File: config.mk
export PLATFORM = sky130hd
export DESIGN_NAME = memory_access_unit
export DESIGN_NICKNAME = d
export VERILOG_FILES = /design/src/rtl/memory_access_unit_pkg.sv /design/src/rtl/memory_access_unit_vector_lane_buffer.sv /design/src/rtl/memory_access_unit.sv
export SDC_FILE = /design/constraint.sdc
export NUM_CORES = 1
export LEC_CHECK = 0
export CAP_MARGIN = 20
export CORE_MARGIN = 2
export CORE_UTILIZATION = 50
export CTS_CLUSTER_DIAMETER = 60
export DETAILED_ROUTE_END_ITERATION = 6
export PLACE_DENSITY = 0.88
export SLEW_MARGIN = 20
export SYNTH_ARGS = -nofsm -noshare
export SYNTH_HDL_FRONTEND = slang
export SYNTH_SLANG_ARGS = --single-unit
File: constraint.sdc
create_clock -name clk -period 10.5 [get_ports clk]
set_input_delay 1.05 -clock clk [delete_from_list [all_inputs] [get_ports clk]]
set_output_delay 1.05 -clock clk [all_outputs]
set_load 0.1 [all_outputs]
File: src/rtl/memory_access_unit_pkg.sv
// Shared types and sizing for the memory access unit: FSM state encoding
// and vector geometry.
package memory_access_unit_pkg;

  localparam int LANES  = 8;
  localparam int LANE_W = 16;
  localparam int VEC_W  = 128;

  typedef enum logic [2:0] {
    IDLE,
    S_READ,
    V_READ,
    V_WRITE,
    V_DONE
  } state_t;

endpackage

File: src/rtl/memory_access_unit_vector_lane_buffer.sv
// Vector load assembly register: lanes are written one at a time, and the
// visible vector is refreshed only when the last lane lands.
module vector_lane_buffer #(
  parameter int LANES  = 8,
  parameter int LANE_W = 16
) (
  input  logic                       clk,
  input  logic                       reset,
  input  logic                       lane_we,
  input  logic [$clog2(LANES)-1:0]   lane_idx,
  input  logic [LANE_W-1:0]          lane_data,
  output logic [LANES*LANE_W-1:0]    vec_q
);
  import memory_access_unit_pkg::*;

  localparam int IDX_W = $clog2(LANES);
  localparam logic [IDX_W-1:0] LAST_LANE = IDX_W'(LANES - 1);

  logic [LANES*LANE_W-1:0] stage;
  logic [LANES*LANE_W-1:0] merged;

  always_comb begin
    merged = stage;
    merged[lane_idx*LANE_W +: LANE_W] = lane_data;
  end

  // Partial lanes live in stage; vec_q only ever shows a complete vector.
  always_ff @(posedge clk or posedge reset) begin
    if (reset) begin
      stage <= '0;
      vec_q <= '0;
    end else if (lane_we) begin
      stage <= merged;
      if (lane_idx == LAST_LANE) vec_q <= merged;
    end
  end

endmodule

File: src/rtl/memory_access_unit.sv
// Memory-stage access sequencer: scalar loads/stores in one RAM beat,
// vector loads/stores as LANES consecutive beats with pipeline stall.
module memory_access_unit #(
  parameter int LANES  = 8,
  parameter int LANE_W = 16
) (
  input  logic                      clk,
  input  logic                      reset,
  input  logic                      mem_read_memory,
  input  logic                      mem_write_memory,
  input  logic                      vector_op_memory,
  input  logic [15:0]               address_memory,
  input  logic [LANE_W-1:0]         store_data_memory,
  input  logic [LANES*LANE_W-1:0]   store_vector_memory,
  output logic [15:0]               ram_address,
  output logic                      ram_wren,
  output logic [LANE_W-1:0]         ram_wdata,
  input  logic [LANE_W-1:0]         ram_rdata,
  output logic [LANE_W-1:0]         data_from_memory_in,
  output logic [LANES*LANE_W-1:0]   vector_data_from_memory_in,
  output logic                      stall_pipeline
);
  import memory_access_unit_pkg::*;

  localparam int CNT_W = $clog2(LANES);
  localparam logic [CNT_W-1:0] LAST_RD = CNT_W'(LANES - 1);
  localparam logic [CNT_W-1:0] LAST_WR = CNT_W'(LANES - 2);

  state_t             state, state_nxt;
  logic [CNT_W-1:0]   beat_cnt, beat_cnt_nxt, beat_ahead;
  logic [15:0]        addr_ahead;
  logic [LANE_W-1:0]  scalar_hold;
  logic               wren_c, stall_c, lane_we;

  // Beat 0 is issued from IDLE, so the counter trails the issued beat by one.
  assign beat_ahead = beat_cnt + 1'b1;
  assign addr_ahead = address_memory + 16'(beat_ahead);

  always_comb begin
    state_nxt    = state;
    beat_cnt_nxt = beat_cnt;
    ram_address  = address_memory;
    ram_wdata    = store_data_memory;
    wren_c       = 1'b0;
    stall_c      = 1'b0;
    lane_we      = 1'b0;
    case (state)
      IDLE: begin
        beat_cnt_nxt = '0;
        if (mem_write_memory) begin
          wren_c = 1'b1;
          if (vector_op_memory) begin
            ram_wdata = store_vector_memory[LANE_W-1:0];
            stall_c   = 1'b1;
            state_nxt = V_WRITE;
          end
        end else if (mem_read_memory) begin
          stall_c   = 1'b1;
          state_nxt = vector_op_memory ? V_READ : S_READ;
        end
      end
      S_READ: state_nxt = IDLE;
      V_READ: begin
        stall_c     = 1'b1;
        ram_address = addr_ahead;
        lane_we     = 1'b1;
        if (beat_cnt == LAST_RD) state_nxt = V_DONE;
        else                     beat_cnt_nxt = beat_ahead;
      end
      V_DONE: state_nxt = IDLE;
      V_WRITE: begin
        ram_address = addr_ahead;
        ram_wdata   = store_vector_memory[beat_ahead*LANE_W +: LANE_W];
        wren_c      = 1'b1;
        if (beat_cnt == LAST_WR) begin
          state_nxt = IDLE;
        end else begin
          stall_c      = 1'b1;
          beat_cnt_nxt = beat_ahead;
        end
      end
      default: state_nxt = IDLE;
    endcase
  end

  // Reset must silence the RAM and release the pipeline within the same cycle.
  assign ram_wren       = wren_c & ~reset;
  assign stall_pipeline = stall_c & ~reset;

  always_ff @(posedge clk or posedge reset) begin
    if (reset) begin
      state       <= IDLE;
      beat_cnt    <= '0;
      scalar_hold <= '0;
    end else begin
      state    <= state_nxt;
      beat_cnt <= beat_cnt_nxt;
      if (state == S_READ) scalar_hold <= ram_rdata;
    end
  end

  assign data_from_memory_in = (state == S_READ) ? ram_rdata : scalar_hold;

  vector_lane_buffer #(
    .LANES  (LANES),
    .LANE_W (LANE_W)
  ) u_lane_buffer (
    .clk       (clk),
    .reset     (reset),
    .lane_we   (lane_we),
    .lane_idx  (beat_cnt),
    .lane_data (ram_rdata),
    .vec_q     (vector_data_from_memory_in)
  );

endmodule

# --- Word level (Yosys, flattened, before mapping) ---
# Index checks and enable logic that the tools add are counted.
word_totals:
  ram_bits: 0
  latch_bits: 0
  n_memories: 0
  romBits: 0
  elab_cells: 55
  in_bits: 181
  reg_bits: 278
  out_inout_bits: 178
classes:
  bitwise_logic: 3
  reduce_logical: 6
  n_div: 0
  eq_ne: 11
  n_addsub: 3
  n_shift: 3
  order_cmp: 0
  n_mux: 24
  mul: 0
op_table:
  columns: ["op", "count"]
  rows:
  - ["$bwmux W128", 1]
  - ["$shift A16 B34 Y128 const A", 1]
  - ["$shiftx A128 B8 Y16", 1]
  - ["$shiftx A16 B34 Y128", 1]
  - ["$mux W16", 4]
  - ["$neg A7 Y34", 1]
  - ["$pmux W16 S2", 1]
  - ["$mux W3", 7]
  - ["$pmux W3 S3", 2]
  - ["$add A16 B3 Y16", 1]
  - ["$ne A2 B2 Y1 const B", 4]
  - ["$eq A3 B2 Y1 const B", 2]
  - ["$eq A3 B3 Y1 const B", 2]
  - ["$mux W1", 6]
  - ["$ne A3 B3 Y1 const B", 2]
  - ["$reduce_and A4 Y1", 1]
  - ["$add A3 B1 Y3 const B", 1]
  - ["$eq A3 B1 Y1 const B", 1]
  - ["$logic_not A3 Y1", 1]
  - ["$pmux W1 S3", 1]
  - ["$reduce_and A3 Y1", 1]
  - ["$reduce_bool A3 Y1", 1]
  - ["$and A1 B1 Y1", 2]
  - ["$mux W2", 1]
  - ["4 further kinds", 4]

# --- Logic depth before layout (Yosys ltp) ---
depth:
  depth_word: 4
  depth_mapped: 13
  ltp_nobuf: 8

# --- Hierarchy ---
# A second synthesis with hierarchy kept.
unflattened:
  cells_unflattened: 1298
  area_unflattened_um2: 14450.1
modules_own_cells:
  columns: ["module", "seq_area_each_um2", "area_per_inst_um2", "cells_per_inst", "n_inst"]
  rows:
  - ["vector_lane_buffer", 6406.1, 11717.5, 1000, 1]
  - ["memory_access_unit", 550.5, 2732.6, 298, 1]

# --- Least setup slack after synthesis ---
# OpenSTA, ideal clock, no wires.
synth_path:
  kind: "register -> output"
  startpoint: "reg beat_cnt[0]"
  endpoint: "out ram_address[2]"
  arrival_ns: 4.838
  required_ns: 9.450
  path_stages_with_launch: 12
  n_path_buf: 5
  setup_slack_ns: 4.612
  path_cell_list: "dfrtp_1 > buf_2 > buf_2 > inv_1 > ha_1 > clkbuf_1 > buf_2 > clkbuf_1 > inv_1 > fa_1 > xor2_1 > o21ai_0"
synth_via:
  elab_chain_cells: 3
synth_rtl:
  columns: ["item", "line_no", "source"]
  rows:
  - ["from (decl)", "memory_access_unit.sv:30", "logic [CNT_W-1:0] beat_cnt, beat_cnt_nxt, beat_ahead;"]
  - ["from (signal assigned)", "memory_access_unit.sv:97", "beat_cnt <= beat_cnt_nxt;"]
  - ["$add A3 B1 Y3", "memory_access_unit.sv:36", "assign beat_ahead = beat_cnt + 1'b1;"]
  - ["$add A16 B3 Y16", "memory_access_unit.sv:37", "assign addr_ahead = address_memory + 16'(beat_ahead);"]
  - ["$mux W16", "memory_access_unit.sv:47", "case (state)"]
  - ["to (decl)", "memory_access_unit.sv:15", "output logic [15:0] ram_address,"]
# No other way between the ends.

# --- Final worst setup path ---
layout_path:
  startpoint: "reg beat_cnt[0]"
  endpoint: "out ram_wdata[13]"
layout_via:
  elab_chain_cells: 3
layout_rtl:
  columns: ["item", "line_no", "source"]
  rows:
  - ["$add A3 B1 Y3", "memory_access_unit.sv:36", null]
  - ["$shiftx A128 B8 Y16", "memory_access_unit.sv:73", "ram_wdata = store_vector_memory[beat_ahead*LANE_W +: LANE_W];"]
  - ["$pmux W16 S2", "memory_access_unit.sv:47", null]
  - ["to (decl)", "memory_access_unit.sv:17", "output logic [LANE_W-1:0] ram_wdata,"]
# No other way between the ends.

==> metrics <==
Post-CTS Setup Bufs 0; fin nets around 1900; Max Fclk 154 MHz; Yosys top cell area share 50.4%; YS warnings 0; vias post-DR 11976; Rows 60; drt pass-1 iters 5; hold-fix buffer count after cts 0; die area just under 0.03 mm^2; total grt overflow 0; drc violations 0; hold slack around 480 ps; dpl cells about 2000; worst-path fanout max 58; fin cells around 2100; first-pass GRT wire length approximately 68000 um; CTS tree done; die width ~170 um; io pins 359; CP max stage delay 980 ps; Initial Utilization between 50% and 60%; Critical-path top delay cell dfrtp_2; asr flop ratio synth 100%; delay-heaviest family, CP buffers and inverters; clk root buf clkbuf_16; setup TNS 0 ps; DR iter-0 viols 1114; Post-Syn Nets between 1500 and 2000; worst rel slew slack around 25%; share of cells above drive strength 1 about 6.8%; wirelength, routed approximately 45000 um; total clock buffers created by CTS 27; CP Cell Sequence inv_1, ha_4, buf_4, mux2i_1, a22oi_1, and3_1, a221o_1, clkdlybuf4s50_1; post-synth top area cell dfrtp_1; Max-Cap Viols 0; Area growth, synth to finish 33.7%; WP buf/inv 3; Synth Flop Type dfrtp_1; Clock Latency Late Sink between 500 and 600 ps; initial antenna violation count 2; dpl hpwl about 32000 um; EDFF count, synth 0; CP arrival approximately 5400 ps; post-synthesis sequential area ratio between 50% and 60%; Total GRT Usage 30.6%; Worst-Margin Slew 1130 ps; Clock Pin Slew Worst Setup and Hold Paths roughly 60 ps; Avg Cell Area, Syn between 9 and 10 um^2; critical path type flop to primary output; count leader, synth nand2_1; #FFs+latches synth 278; Post-Syn Area roughly 0.014 mm^2; post-synthesis cell type count 47; register area between 0.006 and 0.007 mm^2; crit path capture type primary output; final setup fails 0; routed vias/inst between 5 and 6; number of H-tree levels 1; Slew Viols, Final 0; vias in the first global route around 12000; unrepaired setup endpoints after global routing no; Clock Tree Buf Depth 3; status finished clean; Final Skew 11.7 ps; Placeable Area around 0.027 mm^2; post-cts sizing count 0; per-cell routed wire length approximately 21 um; IO Port Bufs between 300 and 400; DRT antenna net count 0; worst hold path type flop to flop; Final GP Congestion approximately 0.91; post-layout min period 6480 ps; largest net degree at the start of global routing 127; Worst EP required roughly 9500 ps; Tcrit/Tclk final 61.7%; Die Ht ~170 um; area of the multi-input gates 0.00629 mm^2; Synth top cells by count nand2_1, dfrtp_1, o21ai_0; largest cells by area after synthesis dfrtp_1, mux2i_1, o21ai_0; FILL cells 2028; Final Hold Viols 0; clock sink total about 280; CP startpoint kind flop; post-synthesis cell count around 1400
-- cell type report --
cell class                 instances  share of cell area, %
clock buffer                      44                   4.39
inverter                          30                  0.651
sequential                       278                   37.7
multi-input combinational       1002                   34.1
tap                              341                   2.31
clock inverter                     4                  0.264
timing repair buffer             384                   20.5
antenna                            2                 0.0271
-- worst register-to-register path: cells and delay by family, from the launching register on --
kind	cells	cell delay, ps
buf+inv	2	1110
mux	1	420
flops	1	980
compound gates	1	330
simple gates	2	860
fa+ha+maj	1	860
-- cell usage in the layout, fill, tap and decap left out, types with 9 or more instances in the layout --
cell type        instances
clkdlybuf4s50_1        358
nand2_1                278
dfrtp_1                277
o21ai_0                215
mux2i_1                152
a21oi_1                 50
nor2_1                  38
mux2_2                  38
nand3_1                 32
inv_1                   29
nand3b_1                28
clkbuf_16               27
buf_4                   24
and2_1                  20
a22oi_1                 17
and3_1                  16
a221o_1                 16
nand4_1                 15
mux2_1                  10
xor2_1                  10
clkbuf_1                10
ha_1                     9
-- state kept, by name (all words and copies together), names as in the netlist --
| signal | flops |
|---|---|
| beat_cnt | 3 |
| scalar_hold | 16 |
| state | 3 |
| u_lane_buffer.stage | 128 |
| u_lane_buffer.vec_q | 128 |
-- metal layers --
layer	routed length, um	up-vias	global-route usage (%)	share of wire (%)
li1	-	5526	-	-
met1	17000	5852	37.0	38
met4	1750	0	11.3	3.9
met3	2960	88	5.21	6.6
met2	23100	510	54.9	51
met5	0	-	0	0
-- kinds of logic (layout without fill, tap and decap cells) --
group	count (synthesis)	count (layout)	share of synthesized area, %
simple gates	468	468	15.7
compound gates	309	309	12.4
flops	278	278	50.4
mux	200	200	14.9
buf+inv	156	462	4.53
xor+xnor	14	14	0.889
fa+ha+maj	11	11	1.05
other cells	0	2	0
-- stage by stage --
step	area, um^2	worst slack (ps)	util (%)
2_1_floorplan	13800	1780	-
3_3_place_gp	17600	4760	65.0
3_5_place_dp	17600	4660	65.1
4_1_cts	18400	4070	68.2
5_1_grt	18500	3800	68.3
6_report	18500	4020	68.3
-- worst paths after layout --
path,slack (ps),end,start,depth (start not counted)
max,4020,ram_wdata[13],beat_cnt[0],8
min,480,u_lane_buffer.vec_q[73],u_lane_buffer.vec_q[73],2
max reg2reg,5820,u_lane_buffer.stage[74],beat_cnt[0],7
min reg2reg,480,u_lane_buffer.vec_q[73],u_lane_buffer.vec_q[73],2
max in group asynchronous,7190,u_lane_buffer.stage[84],reset,4
min in group asynchronous,1120,scalar_hold[15],reset,2
Power is left out: the tool's default activity adds up to more than one toggle a clock period on the data nets, which glitch-free logic cannot reach.
